File: config.mk
export PLATFORM = sky130hd
export DESIGN_NAME = fp_store_buffer_flat
export DESIGN_NICKNAME = d
export VERILOG_FILES = /design/src/rtl/fp_store_buffer_if.sv /design/src/rtl/fp_store_buffer.sv /design/src/flat_wrapper.sv
export SDC_FILE = /design/constraint.sdc
export NUM_CORES = 1
export LEC_CHECK = 0
export BUFFER_PORTS_ARGS = -buffer_cell sky130_fd_sc_hd__buf_2
export CAP_MARGIN = 25
export CORE_MARGIN = 10
export CORE_UTILIZATION = 40
export CTS_CLUSTER_SIZE = 8
export DETAILED_ROUTE_END_ITERATION = 10
export PLACE_DENSITY = 0.71
export SYNTH_ARGS = -nofsm -noshare
export SYNTH_HDL_FRONTEND = slang
export SYNTH_SLANG_ARGS = --single-unit
File: constraint.sdc
create_clock -name clk -period 9.1 [get_ports clk]
set_input_delay 1.82 -clock clk [delete_from_list [all_inputs] [get_ports clk]]
set_output_delay 1.82 -clock clk [all_outputs]
set_load 0.05 [all_outputs]
File: src/rtl/fp_store_buffer_if.sv
`default_nettype none
// ============================================================================
// Module      : fp_store_buffer_if
// Description : swc1 store, data-memory write and load-forward signals
//               of the FP store buffer, grouped as one bundle.
// Revision    : 1.0  initial release
// ============================================================================
interface fp_store_buffer_if #(
    parameter int ADDR_W = 8
);
    logic              st_valid;
    logic              st_ready;
    logic [31:0]       st_addr;
    logic [31:0]       st_data;
    logic              mem_we;
    logic [ADDR_W-1:0] mem_addr;
    logic [31:0]       mem_wdata;
    logic              mem_ack;
    logic [31:0]       ld_addr;
    logic              ld_hit;
    logic [31:0]       ld_data;

    // Pipeline / memory environment side
    modport master (
        output st_valid, st_addr, st_data, mem_ack, ld_addr,
        input  st_ready, mem_we, mem_addr, mem_wdata, ld_hit, ld_data
    );

    // Store buffer side
    modport slave (
        input  st_valid, st_addr, st_data, mem_ack, ld_addr,
        output st_ready, mem_we, mem_addr, mem_wdata, ld_hit, ld_data
    );
endinterface
`default_nettype wire

File: src/rtl/fp_store_buffer.sv
`default_nettype none
// ============================================================================
// Module      : fp_store_buffer
// Description : In-order swc1 store FIFO draining into data memory.
//               Define STORE_FWD_EN to enable lwc1 forwarding from queued stores.
// Revision    : 1.0  initial release
// ============================================================================
module fp_store_buffer #(
    parameter int DEPTH  = 4,
    parameter int ADDR_W = 8
) (
    input  wire logic                   clk,
    input  wire logic                   rst,
    fp_store_buffer_if.slave            bus,
    output logic                        misalign,
    output logic                        empty,
    output logic [$clog2(DEPTH):0]      count
);
    localparam int c_PTR_W = $clog2(DEPTH);
    localparam int c_CNT_W = c_PTR_W + 1;
    localparam logic [c_CNT_W-1:0] c_FULL = c_CNT_W'(DEPTH);

    logic [ADDR_W-1:0]  r_word [DEPTH];
    logic [31:0]        r_data [DEPTH];
    logic [c_PTR_W-1:0] r_wr_ptr;
    logic [c_PTR_W-1:0] r_rd_ptr;
    logic [c_CNT_W-1:0] r_count;
    logic               r_misalign;

    logic w_take;
    logic w_aligned;
    logic w_push;
    logic w_pop;
    logic w_unused_addr;

    // A misaligned store still completes the handshake; it is just not queued.
    assign w_take    = bus.st_valid && bus.st_ready;
    assign w_aligned = (bus.st_addr[1:0] == 2'b00);
    assign w_push    = w_take && w_aligned;
    assign w_pop     = (r_count != '0) && bus.mem_ack;

    assign w_unused_addr = ^{bus.st_addr[31:ADDR_W+2], bus.ld_addr};

    always_ff @(posedge clk or posedge rst) begin
        if (rst) begin
            for (int i = 0; i < DEPTH; i++) begin
                r_word[i] <= '0;
                r_data[i] <= '0;
            end
            r_wr_ptr   <= '0;
            r_rd_ptr   <= '0;
            r_count    <= '0;
            r_misalign <= 1'b0;
        end else begin
            if (w_push) begin
                r_word[r_wr_ptr] <= bus.st_addr[ADDR_W+1:2];
                r_data[r_wr_ptr] <= bus.st_data;
                r_wr_ptr         <= r_wr_ptr + 1'b1;
            end
            if (w_pop) begin
                r_rd_ptr <= r_rd_ptr + 1'b1;
            end
            case ({w_push, w_pop})
                2'b10:   r_count <= r_count + 1'b1;
                2'b01:   r_count <= r_count - 1'b1;
                default: r_count <= r_count;
            endcase
            r_misalign <= w_take && !w_aligned;
        end
    end

    assign bus.st_ready  = (r_count != c_FULL);
    assign bus.mem_we    = (r_count != '0);
    assign bus.mem_addr  = r_word[r_rd_ptr];
    assign bus.mem_wdata = r_data[r_rd_ptr];
    assign misalign      = r_misalign;
    assign empty         = (r_count == '0);
    assign count         = r_count;

`ifdef STORE_FWD_EN
    logic        w_hit;
    logic [31:0] w_fwd;

    // Walk oldest to youngest so the last match found is the youngest.
    always_comb begin
        w_hit = 1'b0;
        w_fwd = '0;
        for (int i = 0; i < DEPTH; i++) begin
            if ((c_CNT_W'(i) < r_count) &&
                (r_word[r_rd_ptr + c_PTR_W'(i)] == bus.ld_addr[ADDR_W+1:2])) begin
                w_hit = 1'b1;
                w_fwd = r_data[r_rd_ptr + c_PTR_W'(i)];
            end
        end
    end

    assign bus.ld_hit  = w_hit;
    assign bus.ld_data = w_fwd;
`else
    assign bus.ld_hit  = 1'b0;
    assign bus.ld_data = '0;
`endif

endmodule
`default_nettype wire

File: src/flat_wrapper.sv
// flat-port wrapper written by rule: the top's interface ports become plain ports
module fp_store_buffer_flat 
#(
    parameter int DEPTH  = 4,
    parameter int ADDR_W = 8
)
  (clk, rst, misalign, empty, count, bus_st_valid, bus_st_addr, bus_st_data, bus_mem_ack, bus_ld_addr, bus_st_ready, bus_mem_we, bus_mem_addr, bus_mem_wdata, bus_ld_hit, bus_ld_data);
  fp_store_buffer_if #(.ADDR_W(ADDR_W)) bus_i ();
  input  wire logic clk;
  input  wire logic rst;
  output logic misalign;
  output logic empty;
  output logic [$clog2(DEPTH):0] count;
  input wire logic [$bits(bus_i.st_valid)-1:0] bus_st_valid;
  input wire logic [$bits(bus_i.st_addr)-1:0] bus_st_addr;
  input wire logic [$bits(bus_i.st_data)-1:0] bus_st_data;
  input wire logic [$bits(bus_i.mem_ack)-1:0] bus_mem_ack;
  input wire logic [$bits(bus_i.ld_addr)-1:0] bus_ld_addr;
  output wire logic [$bits(bus_i.st_ready)-1:0] bus_st_ready;
  output wire logic [$bits(bus_i.mem_we)-1:0] bus_mem_we;
  output wire logic [$bits(bus_i.mem_addr)-1:0] bus_mem_addr;
  output wire logic [$bits(bus_i.mem_wdata)-1:0] bus_mem_wdata;
  output wire logic [$bits(bus_i.ld_hit)-1:0] bus_ld_hit;
  output wire logic [$bits(bus_i.ld_data)-1:0] bus_ld_data;
  assign bus_i.st_valid = bus_st_valid;
  assign bus_i.st_addr = bus_st_addr;
  assign bus_i.st_data = bus_st_data;
  assign bus_i.mem_ack = bus_mem_ack;
  assign bus_i.ld_addr = bus_ld_addr;
  assign bus_st_ready = bus_i.st_ready;
  assign bus_mem_we = bus_i.mem_we;
  assign bus_mem_addr = bus_i.mem_addr;
  assign bus_mem_wdata = bus_i.mem_wdata;
  assign bus_ld_hit = bus_i.ld_hit;
  assign bus_ld_data = bus_i.ld_data;
  fp_store_buffer #(.DEPTH(DEPTH), .ADDR_W(ADDR_W)) u_core (.clk(clk), .rst(rst), .bus(bus_i), .misalign(misalign), .empty(empty), .count(count));
endmodule
==> results of run 1 <==
cells by family after synthesis:
| logic type | Yosys count | synth area share |
|---|---|---|
| compound gates | 1 | 0.00113 |
| xor+xnor | 6 | 0.00678 |
| fa+ha+maj | 6 | 0.0107 |
| buf+inv | 67 | 0.0655 |
| flops | 168 | 0.542 |
| mux | 202 | 0.356 |
| other cells | 1 | 0.000484 |
| simple gates | 12 | 0.0169 |
placed cells by master (no fill, tap or decap), drive strengths merged:
cell type  synthesis  final
nand2              2      2
inv                7      7
bufinv             0      4
nand4              4      4
o31a               1      1
mux2i              1      1
xnor2              3      3
mux4              40     40
clkinv             0      5
conb               1     33
ha                 5      5
nor2               3      3
xor2               3      3
clkbuf             6     21
or3                1      1
or3b               1      1
mux2             161    161
clkinvlp           0      2
dfrtp            168    168
nand3              1      1
buf               54     98
fa                 1      1
power by group through the flow:
| stage | logic (mW) | clock network, mW | registers (mW) |
|---|---|---|---|
| final | 1.77 | 0.774 | 1.30 |
| after global routing | 1.88 | 0.830 | 1.34 |
| after CTS | 1.80 | 0.792 | 1.30 |
| after detailed placement | 1.80 | 0 | 1.31 |
| after global placement | 1.76 | 0 | 1.27 |
| after floorplan | 1.48 | 0 | 1.25 |
worst max-delay path: stages (launching register included):
cell,delay [ns]
dfrtp_2,0.77
buf_4,0.44
mux4_2,0.54
buf_2,0.23
final cells by class:
type	instances	area, um^2	area share
flip-flops and latches	168	4210	0.472
multi-input cells	260	3160	0.354
clock buffers	21	470	0.0528
clock inverters	11	171	0.0192
repair buffers	98	551	0.0617
well taps	260	325	0.0365
inverters	7	31.3	0.00351
state kept, by name, indices dropped and copies added, names as in the netlist:
register,count
u_core.count,3
u_core.misalign,1
u_core.r_data,128
u_core.r_wr_ptr,2
u_core.r_word,32
u_core.r_rd_ptr,2
path summary, 6_finish.rpt:
check                                                from                             end  slack (ns)
max                        u_core.r_rd_ptr[1]$_DFFE_PP0P_                bus_mem_wdata[0]        4.87
min                         u_core.r_data[64]$_DFFE_PP0P_   u_core.r_data[64]$_DFFE_PP0P_        0.49
max reg2reg                   u_core.count[2]$_DFFE_PP0P_    u_core.r_word[1]$_DFFE_PP0P_        6.59
min reg2reg                 u_core.r_data[64]$_DFFE_PP0P_   u_core.r_data[64]$_DFFE_PP0P_        0.49
max in group asynchronous                             rst  u_core.r_rd_ptr[1]$_DFFE_PP0P_        6.41
min in group asynchronous                             rst   u_core.r_data[78]$_DFFE_PP0P_        1.54
layer usage:
layer / GRT usage / routed length, um / part of all wire
met3: 0.0465 / 797 / 0.049
met4: 0.0354 / 145 / 0.0090
met2: 0.227 / 8490 / 0.53
met1: 0.146 / 6660 / 0.41
met5: 0 / 13 / 0.00081
==> flow_summary.toml, run 1 <==
[clocking]
post_cts_buffers = 0
post_cts_resized = 0
clockBufferDepth = 2
htreeDepth = 4
cts_hold_buf = 0
clk_pin_slew_ns = 0.07
cts_inserted_buffers = 17
worstSkewPairLatency_ns = 0.42
cts_tree = "yes"
cts_root_buf = "clkbuf_16"
cts.sinks = 168

[final_layout]
final_cells = 825
final_util = 0.472
nNetsFinal = 658
fill_cells = 1650
final_area_um2 = 8920
drive_gt1_frac = 0.561
antennaDiodeCount = 0
syn_to_final_growth_pct = 15.0

[timing]
fin_skew_ns = 0.00710
finalSetupTns_ns = 0
hold_ws_ns = 0.491
max_freq_ghz = 0.236
fin_crit_sh = 0.465
fin_crit_ns = 4.23
layout_setup_ws_ns = 4.87
setup_viol = 0
maxSlewViolCount = 0
rsz0062_at_grt = "no"
hold_violations = 0
worst_pin_slew_ns = 0.977
slew_headroom = 0.347

[global_route]
grt_max_degree = 90
grt_pass1_vias = 4757
grt-ovfl-total = 0
grt.total_usage = 0.129
grt_pass1_wl_um = 26100
antenna_found_initial = 1

[power]
ir_drop_mv = 0.466
power.share.clock = 0.201
pwr-share-seq = 0.338
powerDensity_nw_per_um2 = 431
p_switching_mw = 1.57
internal_power_mw = 2.27
leakagePower_nw = 4.15
combPwrFrac = 0.461
swShare = 0.410
totalPowerFinal_mw = 3.84

[synth]
synth.avg_cell_area_um2 = 16.7
synth_area_um2 = 7750
ys_types = 24
synthTopCellsByCount = "dfrtp_1, mux2_2, mux4_2"
synthFlopType = "dfrtp_1"
yosysTopAreaCell = "dfrtp_1"
synthArstFlopShare = 1.00
yosys_warnings = 0
yosysMostFrequentCell = "dfrtp_1"
synth-edff-count = 0
syn_inst = 463
seq_area_frac_synth = 0.542
ys_ff_latch = 168
yosys-top-cells-area = "dfrtp_1, mux2_2, mux4_2"
synth_top_area_frac = 0.542

[place]
post-dp-hpwl_um = 10500
dp_cells = 791
place_ws_ns = 5.26
place.port_buffers = 92
gp_congestion = 0.701
place_area_um2 = 8230

[floorplan]
core_um2 = 18900
std_cell_rows = 50
die-area_um2 = 25300
start_util = 0.410
die_y_um = 159
die_w_um = 159
pin_count = 180

[setup_path]
critPathKind = "reg2out"
reg2regPathDepth = 3
critical_path.max_fanout = 21
required_ns = 7.28
worstSetupStartpointType = "flop"
cp.arrival_ns = 2.41
crit_path_end_kind = "primary output"

[route]
wl_per_cell_um = 19.5
drt_pass1_iterations = 4
drt_wl_total_um = 16100
drc_errors = 0
ant_nets = 0
drt_iter0_markers = 164
num_vias = 4140
viasPerCell = 5.02

[min_path]
hp-class = "reg2reg"
holdPathStages = 1

[flow_run]
cap_violations = 0

[outcome]
status = "finished, final reports clean"
Note: power is estimated with default switching activity, not from simulation.
==> inputs of run 2 (changes only) <==
- clock period: 9.1 -> 3.9 ns (I/O delays scaled with it)
==> run 2 against run 1 <==
  * Via count down 0.53%
  * Sequential cell count unchanged
  * Sequential power up 130%
  * Sequential share of layout area up 0.23 points
  * Utilization down 0.23 points
  * Die area unchanged
  * Setup slack worse by 3.9 ns
==> flow_summary.toml, run 2 (synthesized netlist as in run 1, its figures left out) <==
[outcome]
status = "finished, final reports clean"

[setup_path]
worstSetupStartpointType = "flop"
required_ns = 3.12
critPathKind = "reg2out"
cp.arrival_ns = 2.18
critical_path.max_fanout = 21
crit_path_end_kind = "primary output"

[floorplan]
start_util = 0.410
std_cell_rows = 50
core_um2 = 18900
pin_count = 180
die-area_um2 = 25300
die_w_um = 159
die_y_um = 159

[global_route]
antenna_found_initial = 0
grt_pass1_wl_um = 26300
grt_pass1_vias = 4856
grt.total_usage = 0.131
grt-ovfl-total = 0
grt_max_degree = 81

[final_layout]
regMostFlops = "u_core.r_data"
drive_gt1_frac = 0.560
final_area_um2 = 8870
final_cells = 831
final_common_cell = "dfrtp_1"
layout.cells.most_common_list = "dfrtp_1, mux2_2, buf_2"
largest_reg_flops = 128
antennaDiodeCount = 0
nNetsFinal = 664
syn_to_final_growth_pct = 14.4

[route]
ant_nets = 0
drt-met1-wl_um = 6620
drc_errors = 0
drt_iter0_markers = 124
drt_pass1_iterations = 4
drt_wl_total_um = 16100
wl_met2_um = 8590
wl_per_cell_um = 19.4
met3WireLength_um = 709
viasPerCell = 4.96
num_vias = 4118
top_layer_used = "met4"

[flow_run]
cap_violations = 0

[clocking]
htreeDepth = 4
cts.sinks = 168
clk_pin_slew_ns = 0.06
post_cts_resized = 0
post_cts_buffers = 0
cts_inserted_buffers = 17
cts_tree = "yes"
worstSkewPairLatency_ns = 0.42
cts_root_buf = "clkbuf_16"
cts_hold_buf = 0
clockBufferDepth = 2

[timing]
rsz0062_at_grt = "no"
max_freq_ghz = 0.337
worst_pin_slew_ns = 0.675
fin_crit_ns = 2.96
slew_headroom = 0.550
fin_crit_sh = 0.760
setup_viol = 0
fin_skew_ns = 0.00786
maxSlewViolCount = 0
hold_violations = 0
finalSetupTns_ns = 0
hold_ws_ns = 0.308

[power]
ir_drop_mv = 0.586
totalPowerFinal_mw = 8.87
leakagePower_nw = 4.13
powerDensity_nw_per_um2 = 999

[place]
dp_cells = 799
place.port_buffers = 92
gp_congestion = 0.693
post-dp-hpwl_um = 11100
place_area_um2 = 8290

[min_path]
hp-class = "in2async"
## run 2: cell count changes in the layout (fill, tap and decap cells not counted), moves of 2 or more
cell      previous run  this run
inv_6                1         3
clkinv_4             3         0
clkbuf_8             3         0
clkbuf_1             1         4
buf_4                3        11
## run 2: metrics by stage
stage | worst slack [ns] | utilization
6_report | 0.936 | 0.470
5_1_grt | 0.815 | 0.470
4_1_cts | 0.878 | 0.470
3_5_place_dp | 1.28 | 0.439
3_3_place_gp | 1.31 | 0.439
2_1_floorplan | 0.979 | -
## run 2: final cells by class
cell class                 instances  area, um^2
fill                            1675       10000
timing repair buffer             104         563
clock inverter                    11         146
tap                              260         325
multi-input combinational        260        3160
inverter                           7        30.0
clock buffer                      21         440
sequential                       168        4210
## run 2: path summary, 6_finish.rpt
| path | startpoint | to | slack, ns | depth (start not counted) |
|---|---|---|---|---|
| min reg2reg | u_core.r_data[35]$_DFFE_PP0P_ | u_core.r_data[35]$_DFFE_PP0P_ | 0.49 | 1 |
| min | rst | u_core.r_data[10]$_DFFE_PP0P_ | 0.31 | 2 |
| max | u_core.r_rd_ptr[1]$_DFFE_PP0P_ | bus_mem_wdata[10] | 0.94 | 3 |
| min in group clk | u_core.r_data[35]$_DFFE_PP0P_ | u_core.r_data[35]$_DFFE_PP0P_ | 0.49 | 1 |
| max reg2reg | u_core.count[0]$_DFFE_PP0P_ | u_core.count[2]$_DFFE_PP0P_ | 1.38 | 8 |
| max in group asynchronous | rst | u_core.r_data[125]$_DFFE_PP0P_ | 2.76 | 3 |
## run 2: layer usage
layer  vias up  track usage
met5         -            0
met4         0       0.0455
met3        15       0.0369
met2        88        0.230
met1      2195        0.150
li1       1820            -
## run 2: report_power, final
| part | total (mW) | internal, mW | switching (mW) |
|---|---|---|---|
| Sequential | 3.03 | 2.56 | 0.466 |
| Clock | 1.69 | 1.01 | 0.681 |
| Combinational | 4.15 | 1.62 | 2.53 |
## run 2: critical path, stage by stage (launching register included)
cell and delay, ns:
dfrtp_2 0.80, buf_4 0.37, mux4_2 0.35, buf_2 0.23
==> inputs of run 3 (changes only) <==
- ABC_AREA: unset -> 1
- clock period: 3.9 -> 3.1 ns (I/O delays scaled with it)
==> run 3 against run 2 <==
  * Setup slack lost 0.55 ns
  * Synthesized cell count increased by 120%
  * Total power grew 39%
  * Critical endpoint is now bus_mem_wdata[30]
==> flow_summary.toml, run 3 <==
[global_route]
grt.total_usage = 0.184
grt_pass1_wl_um = 40100
grt-ovfl-total = 0
antenna_found_initial = 2
grt_max_degree = 164
grt_pass1_vias = 7452

[synth]
synthAdderAreaFrac = 0.00993
yosysTopAreaCell = "dfrtp_1"
ys_types = 20
synth_top_family_by_area = "simple AND/OR/NAND/NOR gates"
syn_inst = 1027
synthArstFlopShare = 1.00
yosys_warnings = 0
synth.avg_cell_area_um2 = 8.10
synth_area_um2 = 8320
synthFlopType = "dfrtp_1"
seq_area_frac_synth = 0.505
synthMuxAreaShare = 0
synth-simple-area-share = 0.313
synth_xor_area_frac = 0.00316
synthTopCellsByCount = "nand2_1, dfrtp_1, nand4_1"
ys_ff_latch = 168
yosysMostFrequentCell = "nand2_1"
synth_top_area_frac = 0.505
yosys-top-cells-area = "dfrtp_1, nand2_1, nand4_1"
synth-edff-count = 0
synth_compound_area_frac = 0.0806

[timing]
slew_headroom = 0.424
finalSetupTns_ns = 0
worst_pin_slew_ns = 0.864
rsz0062_at_grt = "no"
fin_crit_ns = 2.71
maxSlewViolCount = 0
setup_viol = 0
max_freq_ghz = 0.369
hold_violations = 0
hold_ws_ns = 0.359
fin_crit_sh = 0.875
fin_skew_ns = 0.00994

[final_layout]
regMostFlops = "u_core.r_data"
final_common_cell = "nand2_1"
layout.cells.most_common_list = "nand2_1, dfrtp_1, nand4_1"
largest_reg_flops = 128
nNetsFinal = 1170
syn_to_final_growth_pct = 14.0
fill_cells = 2011
drive_gt1_frac = 0.143

[clocking]
htreeDepth = 4
post_cts_buffers = 0
worstSkewPairLatency_ns = 0.43
cts.sinks = 168
cts_root_buf = "clkbuf_16"
clockBufferDepth = 2
cts_inserted_buffers = 17
cts_tree = "yes"
cts_hold_buf = 0
clk_pin_slew_ns = 0.07
post_cts_resized = 0

[setup_path]
critical_path.max_fanout = 32
required_ns = 2.48
cp.arrival_ns = 2.09
slowest_delay_ns = 0.55
path_cells = "inv_2, buf_4, o21ai_0, o22ai_1, buf_2"
cp_slowest_cell = "dfrtp_2"
crit_family = "buffers and inverters"
worstSetupStartpointType = "flop"
crit_buf_inv = 3
critPathKind = "reg2out"
crit_path_end_kind = "primary output"

[floorplan]
die_y_um = 164
pin_count = 180
die_w_um = 164
start_util = 0.408
die-area_um2 = 27000
std_cell_rows = 52
core_um2 = 20400

[outcome]
status = "finished, final reports clean"

[min_path]
hp-class = "in2async"

[route]
drt_wl_total_um = 24700
drt_iter0_markers = 739
ant_nets = 0
drt_pass1_iterations = 6
num_vias = 7526
wl_per_cell_um = 18.3
viasPerCell = 5.58
drc_errors = 0

[flow_run]
cap_violations = 0

[place]
gp_congestion = 0.766
post-dp-hpwl_um = 13500
place.port_buffers = 92

[power]
powerDensity_nw_per_um2 = 1300
ir_drop_mv = 1.19
leakagePower_nw = 4.88
-- run 3: cell families after synthesis --
kind of cell               after synthesis
other                                    1
AOI/OAI and AO/OA                      124
xor gates and xnor gates                 3
buffers and inverters                  143
DFF                                    168
adders and majority gates                6
and+or+nand+nor                        582
-- run 3: routing by layer --
layer / wire length, um / vias to the layer above / global-route usage / share of wire
met5: 13 / - / 0 / 0.00053
met4: 225 / 2 / 0.0500 / 0.0091
met3: 2230 / 24 / 0.0498 / 0.090
met2: 11500 / 302 / 0.284 / 0.47
met1: 10700 / 3682 / 0.249 / 0.43
li1: - / 3516 / - / -
-- run 3: cell type report --
class | count | area [um^2] | area share
sequential | 168 | 4210 | 0.443
timing repair buffer | 116 | 716 | 0.0755
inverter | 13 | 52.6 | 0.00554
multi-input combinational | 748 | 3520 | 0.372
clock inverter | 13 | 191 | 0.0202
clock buffer | 19 | 453 | 0.0478
antenna | 2 | 5.00 | 0.000528
tap | 270 | 338 | 0.0356
-- run 3: path summary, 6_finish.rpt --
kind | start | endpoint | slack, ns | depth (start not counted)
max | u_core.r_rd_ptr[0]$_DFFE_PP0P_ | bus_mem_wdata[30] | 0.39 | 5
min | rst | u_core.r_data[27]$_DFFE_PP0P_ | 0.36 | 2
max reg2reg | u_core.count[1]$_DFFE_PP0P_ | u_core.count[2]$_DFFE_PP0P_ | 0.99 | 9
min reg2reg | u_core.r_data[53]$_DFFE_PP0P_ | u_core.r_data[53]$_DFFE_PP0P_ | 0.48 | 2
max in group asynchronous | rst | u_core.r_rd_ptr[0]$_DFFE_PP0P_ | 2.00 | 3
min in group clk | bus_st_data[11] | u_core.r_data[75]$_DFFE_PP0P_ | 0.47 | 3
-- run 3: through the flow --
step | util | power [mW] | cells | worst slack, ns | instance area [um^2]
floorplan | - | 8.39 | 1059 | 0.339 | 8440
global placement | 0.434 | 9.93 | 1315 | 0.827 | 8830
detailed placement | 0.434 | 10.0 | 1315 | 0.867 | 8830
CTS | 0.465 | 12.4 | 1347 | 0.360 | 9480
global route | 0.465 | 13.2 | 1347 | 0.262 | 9480
finish | 0.466 | 12.3 | 1349 | 0.388 | 9480
-- run 3: worst register-to-register path: stages (launching register included) --
cell and delay, ns:
dfrtp_1 0.42, nor2_1 0.27, a21oi_4 0.11, nand2_1 0.13
ha_1 0.16, inv_1 0.06, fa_1 0.38, or2_2 0.30
nand2_1 0.08, xor2_1 0.14
-- run 3: where the power goes --
group	switching [mW]	total [mW]	internal, mW
clock	0.931	2.33	1.40
combinational	4.65	6.20	1.56
sequential	0.579	3.79	3.21
total	6.16	12.3	6.17
